===== src/rtl/hamming_pkg.sv =====
// rtl/hamming_pkg.sv - shared Hamming [7,4] types, constants and encode function
package hamming_pkg;

    localparam int DATA_W = 4;
    localparam int CW_W   = 7;

    typedef logic [DATA_W-1:0] data_t;
    typedef logic [CW_W-1:0]   codeword_t;

    typedef enum logic {
        IDLE,
        SHIFT
    } tx_state_t;

    // Layout {d3,d2,d1,p4,d0,p2,p1} matches what hamming_decoder consumes
    function automatic codeword_t hamming_encode(input data_t d);
        logic p1;
        logic p2;
        logic p4;
        p1 = d[0] ^ d[1] ^ d[3];
        p2 = d[0] ^ d[2] ^ d[3];
        p4 = d[1] ^ d[2] ^ d[3];
        return {d[3], d[2], d[1], p4, d[0], p2, p1};
    endfunction

endpackage


===== src/rtl/hamming_encoder.sv =====
// rtl/hamming_encoder.sv - combinational wrapper around hamming_encode
module hamming_encoder
    import hamming_pkg::*;
(
    input  data_t     data,
    output codeword_t cw
);

    assign cw = hamming_encode(data);

endmodule


===== src/rtl/hamming_tx.sv =====
// rtl/hamming_tx.sv - streaming Hamming [7,4] transmitter, LSB-first serializer
// Optional HAMMING_ERR_INJECT_EN adds err_pos/err_en single-bit fault injection.
module hamming_tx
    import hamming_pkg::*;
#(
    parameter int unsigned BIT_DIV = 1
)
(
    input  logic              clk,
    input  logic              rst_n,
    input  logic [DATA_W-1:0] in_data,
    input  logic              in_valid,
`ifdef HAMMING_ERR_INJECT_EN
    input  logic [2:0]        err_pos,
    input  logic              err_en,
`endif
    output logic              in_ready,
    output logic              tx_bit,
    output logic              tx_valid,
    output logic              tx_start,
    output logic              frame_done,
    output logic              busy
);

    localparam int DIV_W = (BIT_DIV > 1) ? $clog2(BIT_DIV) : 1;
    localparam logic [DIV_W-1:0] DIV_MAX  = DIV_W'(BIT_DIV - 1);
    localparam logic [2:0]       LAST_BIT = 3'(CW_W - 1);

    tx_state_t        state, state_d;
    codeword_t        hold, hold_d;
    logic             hold_full, hold_full_d;
    codeword_t        shift, shift_d;
    logic [2:0]       bit_cnt, bit_cnt_d;
    logic [DIV_W-1:0] div_cnt, div_cnt_d;

    codeword_t enc_cw;
    codeword_t flip;
    codeword_t cw_in;
    logic      accept;

    hamming_encoder u_enc (
        .data (in_data),
        .cw   (enc_cw)
    );

`ifdef HAMMING_ERR_INJECT_EN
    // err_pos counts codeword positions from 1; 0 leaves the codeword clean
    always_comb begin
        flip = '0;
        for (int i = 0; i < CW_W; i++) begin
            flip[i] = err_en && (err_pos == 3'(i + 1));
        end
    end
`else
    assign flip = '0;
`endif

    assign cw_in    = enc_cw ^ flip;
    assign in_ready = ~hold_full;
    assign accept   = in_valid && in_ready;
    assign busy     = (state == SHIFT) || hold_full;

    always_ff @(posedge clk or negedge rst_n) begin
        if (!rst_n) begin
            state     <= IDLE;
            hold      <= '0;
            hold_full <= 1'b0;
            shift     <= '0;
            bit_cnt   <= '0;
            div_cnt   <= '0;
        end else begin
            state     <= state_d;
            hold      <= hold_d;
            hold_full <= hold_full_d;
            shift     <= shift_d;
            bit_cnt   <= bit_cnt_d;
            div_cnt   <= div_cnt_d;
        end
    end

    always_comb begin
        state_d     = state;
        hold_d      = hold;
        hold_full_d = hold_full;
        shift_d     = shift;
        bit_cnt_d   = bit_cnt;
        div_cnt_d   = div_cnt;
        tx_bit      = 1'b0;
        tx_valid    = 1'b0;
        tx_start    = 1'b0;
        frame_done  = 1'b0;

        case (state)
            IDLE: begin
                if (hold_full) begin
                    shift_d     = hold;
                    hold_full_d = 1'b0;
                    bit_cnt_d   = '0;
                    div_cnt_d   = '0;
                    state_d     = SHIFT;
                end
            end
            SHIFT: begin
                tx_bit   = shift[0];
                tx_valid = 1'b1;
                tx_start = (bit_cnt == 3'd0);
                if (div_cnt == DIV_MAX) begin
                    div_cnt_d = '0;
                    if (bit_cnt == LAST_BIT) begin
                        frame_done = 1'b1;
                        // A waiting codeword is reloaded on the same edge so frames abut
                        if (hold_full) begin
                            shift_d     = hold;
                            hold_full_d = 1'b0;
                            bit_cnt_d   = '0;
                        end else begin
                            state_d = IDLE;
                        end
                    end else begin
                        shift_d   = {1'b0, shift[CW_W-1:1]};
                        bit_cnt_d = bit_cnt + 3'd1;
                    end
                end else begin
                    div_cnt_d = div_cnt + DIV_W'(1);
                end
            end
            default: state_d = IDLE;
        endcase

        // accept never coincides with a load: in_ready is low while hold_full
        if (accept) begin
            hold_d      = cw_in;
            hold_full_d = 1'b1;
        end
    end

endmodule


===== config.mk =====
export PLATFORM = sky130hd
export DESIGN_NAME = hamming_tx
export DESIGN_NICKNAME = d
export VERILOG_FILES = /design/src/rtl/hamming_pkg.sv /design/src/rtl/hamming_encoder.sv /design/src/rtl/hamming_tx.sv
export SDC_FILE = /design/constraint.sdc
export NUM_CORES = 1
export LEC_CHECK = 0
export CORE_UTILIZATION = 40
export DETAILED_ROUTE_END_ITERATION = 8
export PLACE_DENSITY = 0.68
export RECOVER_POWER = 25
export SLEW_MARGIN = 25
export SYNTH_ARGS = -nofsm -noshare
export SYNTH_HDL_FRONTEND = slang
export SYNTH_SLANG_ARGS = --single-unit

===== constraint.sdc =====
create_clock -name clk -period 2.35 [get_ports clk]
set_input_delay 0.235 -clock clk [delete_from_list [all_inputs] [get_ports clk]]
set_output_delay 0.235 -clock clk [all_outputs]
set_load 0.1 [all_outputs]

* Yosys cells after proc, flatten, opt, wreduce, memory -nomap -nowiden
Cells that the tools add are included.
W data, S select, Z words.
** Storage, ports and cells
- Flip-flop bits (word level) :: 20
- Input port bits :: 7
- Output and inout bits :: 6
- Word-level logic and storage cells :: 50
** Operators by class
- Add/sub/neg operators :: 2
- Equality and inequality tests :: 5
- Multiplexer cells :: 25
- Bitwise logic cells :: 8
- Reduce and logical (&&, ||, !) cells :: 4
** Operators by type and width (count)
- $mux W7 :: 3
- $mux W1 :: 14
- $pmux W7 S2 :: 1
- $mux W3 :: 3
- $pmux W1 S2 :: 3
- $pmux W3 S2 :: 1
- $xor A1 B1 Y1 :: 6
- $ne A2 B2 Y1 const B :: 2
- $add A3 B1 Y3 const B :: 1
- $eq A3 B3 Y1 const B :: 1
- $logic_not A3 Y1 :: 1
- $ne A3 B1 Y1 const B :: 1
- $ne A3 B2 Y1 const B :: 1
- $not A1 Y1 :: 2
- $reduce_and A2 Y1 :: 1
- $add A1 B1 Y1 const B :: 1
- $logic_and A1 B1 Y1 :: 1
- $logic_or A1 B1 Y1 :: 1

* Logic depth before layout (Yosys ltp)
- Depth in word-level cells :: 5
- Gate-level depth with buffers :: 5
- Gate-level depth less buffers :: 4

* Cells and area by module
A second synthesis with hierarchy kept.
** Unflattened totals
- Cell total of the unflattened synthesis :: 78
- Area, all modules :: 974.7 um^2
** Modules (own cells, without submodules)
- hamming_tx :: instances 1, cells an instance 71, area each 873.3 um^2, sequential area each 475.5 um^2
- hamming_encoder :: instances 1, cells an instance 7, area each 101.3 um^2, sequential area each 0.0 um^2

* Worst setup path after synthesis
OpenSTA, ideal clock, no wires.
- Kind :: register -> output
- From :: reg state
- To :: out frame_done
- Arrival :: 1911 ps
- Required time :: 2115 ps
- Path slack :: 204 ps
- Cell stages (with the launch flop) :: 2
- Path buffers :: 0
- Cell sequence :: dfrtp_1 -> and3_1
** On the way
- Word-level cells in the longest chain between the ends :: 1
** RTL lines
- start: declaration :: RTL line hamming_tx.sv:29 : tx_state_t state, state_d;
- start signal: assignment :: RTL line hamming_tx.sv:72 : state <= state_d;
- $mux W1 :: RTL line hamming_tx.sv:93 : case (state)
- end: declaration :: RTL line hamming_tx.sv:21 : output logic frame_done,
Every way passes these cells.

* Worst setup path in the final report
- From :: reg bit_cnt[0]
- To :: out frame_done
** On the way
- Word-level cells in the longest chain between the ends :: 4
** RTL lines
- start: declaration :: RTL line hamming_tx.sv:33 : logic [2:0] bit_cnt, bit_cnt_d;
- start signal: assignment :: RTL line hamming_tx.sv:76 : bit_cnt <= bit_cnt_d;
- $eq A3 B3 Y1 :: RTL line hamming_tx.sv:109 : if (bit_cnt == LAST_BIT) begin
- $mux W1 :: RTL line hamming_tx.sv:109
- $mux W1 :: RTL line hamming_tx.sv:107 : if (div_cnt == DIV_MAX) begin
- $mux W1 :: RTL line hamming_tx.sv:93
Every way passes these cells.

==> results.yml <==
clocking:
  cts_buffers: 3
  cts_setup_buffers: 0
  path_clk_slew_ns: 0.11
  htreeDepth: 1
  clockRootBuffer: "clkbuf_4"
  cts_num_sinks: 19
  post_cts_resized: 0
  cts_buffer_depth: 2
  cts_tree: "built"
  insertion_delay_ns: 0.29
  postCtsHoldBufs: 0
power_and_ir_drop:
  p_per_area_mw_per_mm2: 1380
  p_int_uw: 935
  clock_power_share: 0.102
  power_frac_comb: 0.536
  power_uw: 1600
  p_leak_uw: 0.000558
  peakVddDrop_uv: 784
  seqPwrFrac: 0.362
  p_switching_uw: 669
  switching_share: 0.417
die:
  rows: 17
  initial_core_util: 0.437
  core_area_mm2: 0.00230
  die_area_mm2: 0.00272
  die_height_um: 52.1
  die-width_um: 52.1
  pin_count: 13
yosys:
  synth_top_cell_area_share: 0.473
  synth_top_cells_by_count: "dfrtp_1 (19), mux2_2 (10), mux2_4 (7)"
  syn_inst: 70
  synth-main-ff-cell: "dfrtp_1"
  synth.net_count: 80
  syn-cell-area_mm2: 0.00100
  synth_most_common_cell: "dfrtp_1"
  synth.avg_cell_area_um2: 14.4
  seq_area_frac_synth: 0.473
  synth_edf_count: 0
  yosys_register_bits: 19
  synth_top_area_cell: "dfrtp_1"
  async_reset_ff_frac: 1.00
  synth_warnings: 0
  synth.area.top_cells: "dfrtp_1 (47%), mux2_2 (11%), mux2_4 (10%)"
  post_synth_num_cell_types: 24
placement:
  dpl.cell_count: 109
  gp_congestion: 0.713
  port_buffers: 12
  preCtsSetupSlack_ns: 0.606
  dp_hpwl_um: 1080
hold_path:
  hp-start: "hold[3]"
  whs_endpoint: "hold[3]"
  hold_class: "flop to flop"
  hold_path_depth: 1
sta:
  slew_violations: 0
  setup_slack_ns: 0.609
  final.setup.tns_ns: 0
  min_period_ns: 1.74
  setup_viol: 0
  maxSlewHeadroom: 0.315
  worstMarginPinSlew_ns: 1.03
  finalCritPeriodShare: 0.741
  max_freq_ghz: 0.575
  fin_skew_ns: 0.00501
  rsz0062_at_grt: "false"
  finalHoldViolations: 0
worst_setup_path:
  start_kind: "flop"
  crit-reg2reg-launch: "bit_cnt[0]"
  slowest_delay_ns: 0.43
  slowest_stage: "dfrtp_1"
  cp-end-kind: "output port"
  crit_family: "flip-flops"
  arrival_ns: 1.51
  crit_chain: "inv_1 > ha_1 > and3_1 > buf_4"
  crit_path_max_fanout: 5
  worstReg2RegEnd: "shift[3]"
  r2r_slack_ns: 0.71
  critPathBufInv: 2
  r2r_cells: 4
  cp.required_ns: 2.12
  cp.depth: 4
  crit_type: "flop to output port"
grt:
  grt_busiest_layer: "met1"
  grt_pass1_wl_um: 2610
  use_met1: 0.207
  grt_pass1_vias: 525
  track_usage: 0.134
  antenna_found_initial: 0
  grtUsageMet3: 0.0263
  use_met2: 0.186
  overflow: 0
  grt_max_degree: 20
detailed_routing:
  wire_per_inst_um: 13.3
  antenna_left: 0
  wl_um: 1510
  vias_per_cell: 4.85
  dr.pass1.iters: 4
  drt_iter0_markers: 6
  drc: 0
  via_count: 548
final_layout:
  antenna_cells: 0
  drive_above_1_share: 0.329
  area_growth_pct: 15.3
  finalNetCount: 96
  final_cells: 113
job:
  cap_violations: 0
run_status:
  status: "finished, final reports clean"
-- metal layers --
metal,vias up,wire [µm],share of wire
li1,275,-,-
met1,257,792,0.53
met2,16,625,0.41
met3,0,91,0.060
met4,0,0,0
met5,-,0,0
-- worst register-to-register path, stage by stage, from the launching register on --
cell	delay (ns)
dfrtp_1	0.43
inv_1	0.09
ha_1	0.23
a21bo_1	0.44
mux2_4	0.34
-- layout make-up --
cell class | instances | area (µm²)
Clock buffer | 4 | 26.3
Fill cell | 221 | 1140
Inverter | 4 | 15.0
Multi-Input combinational cell | 44 | 490
Sequential cell | 19 | 475
Tap cell | 28 | 35.0
Timing Repair Buffer | 14 | 116
-- worst max path at each step --
stage | start | to
3_5_place_dp | in_valid | hold[6]
6_report | bit_cnt[0] | frame_done
4_1_cts | bit_cnt[0] | frame_done
5_1_grt | bit_cnt[0] | frame_done
3_3_place_gp | in_valid | hold[6]
2_1_floorplan | state | frame_done
-- kinds of logic after synthesis --
kind of cell | Yosys count | share of synthesized area
compound gates | 4 | 0.0336
simple gates | 12 | 0.0760
fa+ha+maj | 3 | 0.0374
xor+xnor | 3 | 0.0710
flops | 19 | 0.473
mux | 22 | 0.270
buf+inv | 7 | 0.0386
-- power by group through the flow --
stage | combinational [µW] | clock, µW | sequential, µW
6_report | 860 | 163 | 581
5_1_grt | 929 | 190 | 602
4_1_cts | 868 | 172 | 583
3_5_place_dp | 864 | 0 | 590
3_3_place_gp | 850 | 0 | 585
2_1_floorplan | 728 | 0 | 575
-- placed cells by master (no fill, tap or decap), types with 2 or more instances in the layout --
cell              n
clkbuf_4          3
nor2b_1           3
mux2_2           10
mux2_1            3
ha_1              3
dfrtp_1          19
mux2i_1           2
clkdlybuf4s50_1   5
mux2_4            7
clkbuf_1          2
inv_1             4
buf_4             7
xor3_1            3
and3_1            2
-- through the flow --
| stage | cell area [µm²] | util | hold WS, ns |
|---|---|---|---|
| 6_report | 1160 | 0.504 | 0.518 |
| 5_1_grt | 1160 | 0.504 | 0.537 |
| 4_1_cts | 1160 | 0.506 | 0.272 |
| 3_5_place_dp | 1140 | 0.495 | 0.496 |
| 3_3_place_gp | 1140 | 0.495 | 0.490 |
| 2_1_floorplan | 1000 | - | -0.0606 |
-- sequential cells by signal, summed over array words and instances (netlist names) --
register / flops
hold: 7
shift: 7
state: 1
bit_cnt: 3
hold_full: 1
No activity file was read; power rests on OpenSTA's default activity.
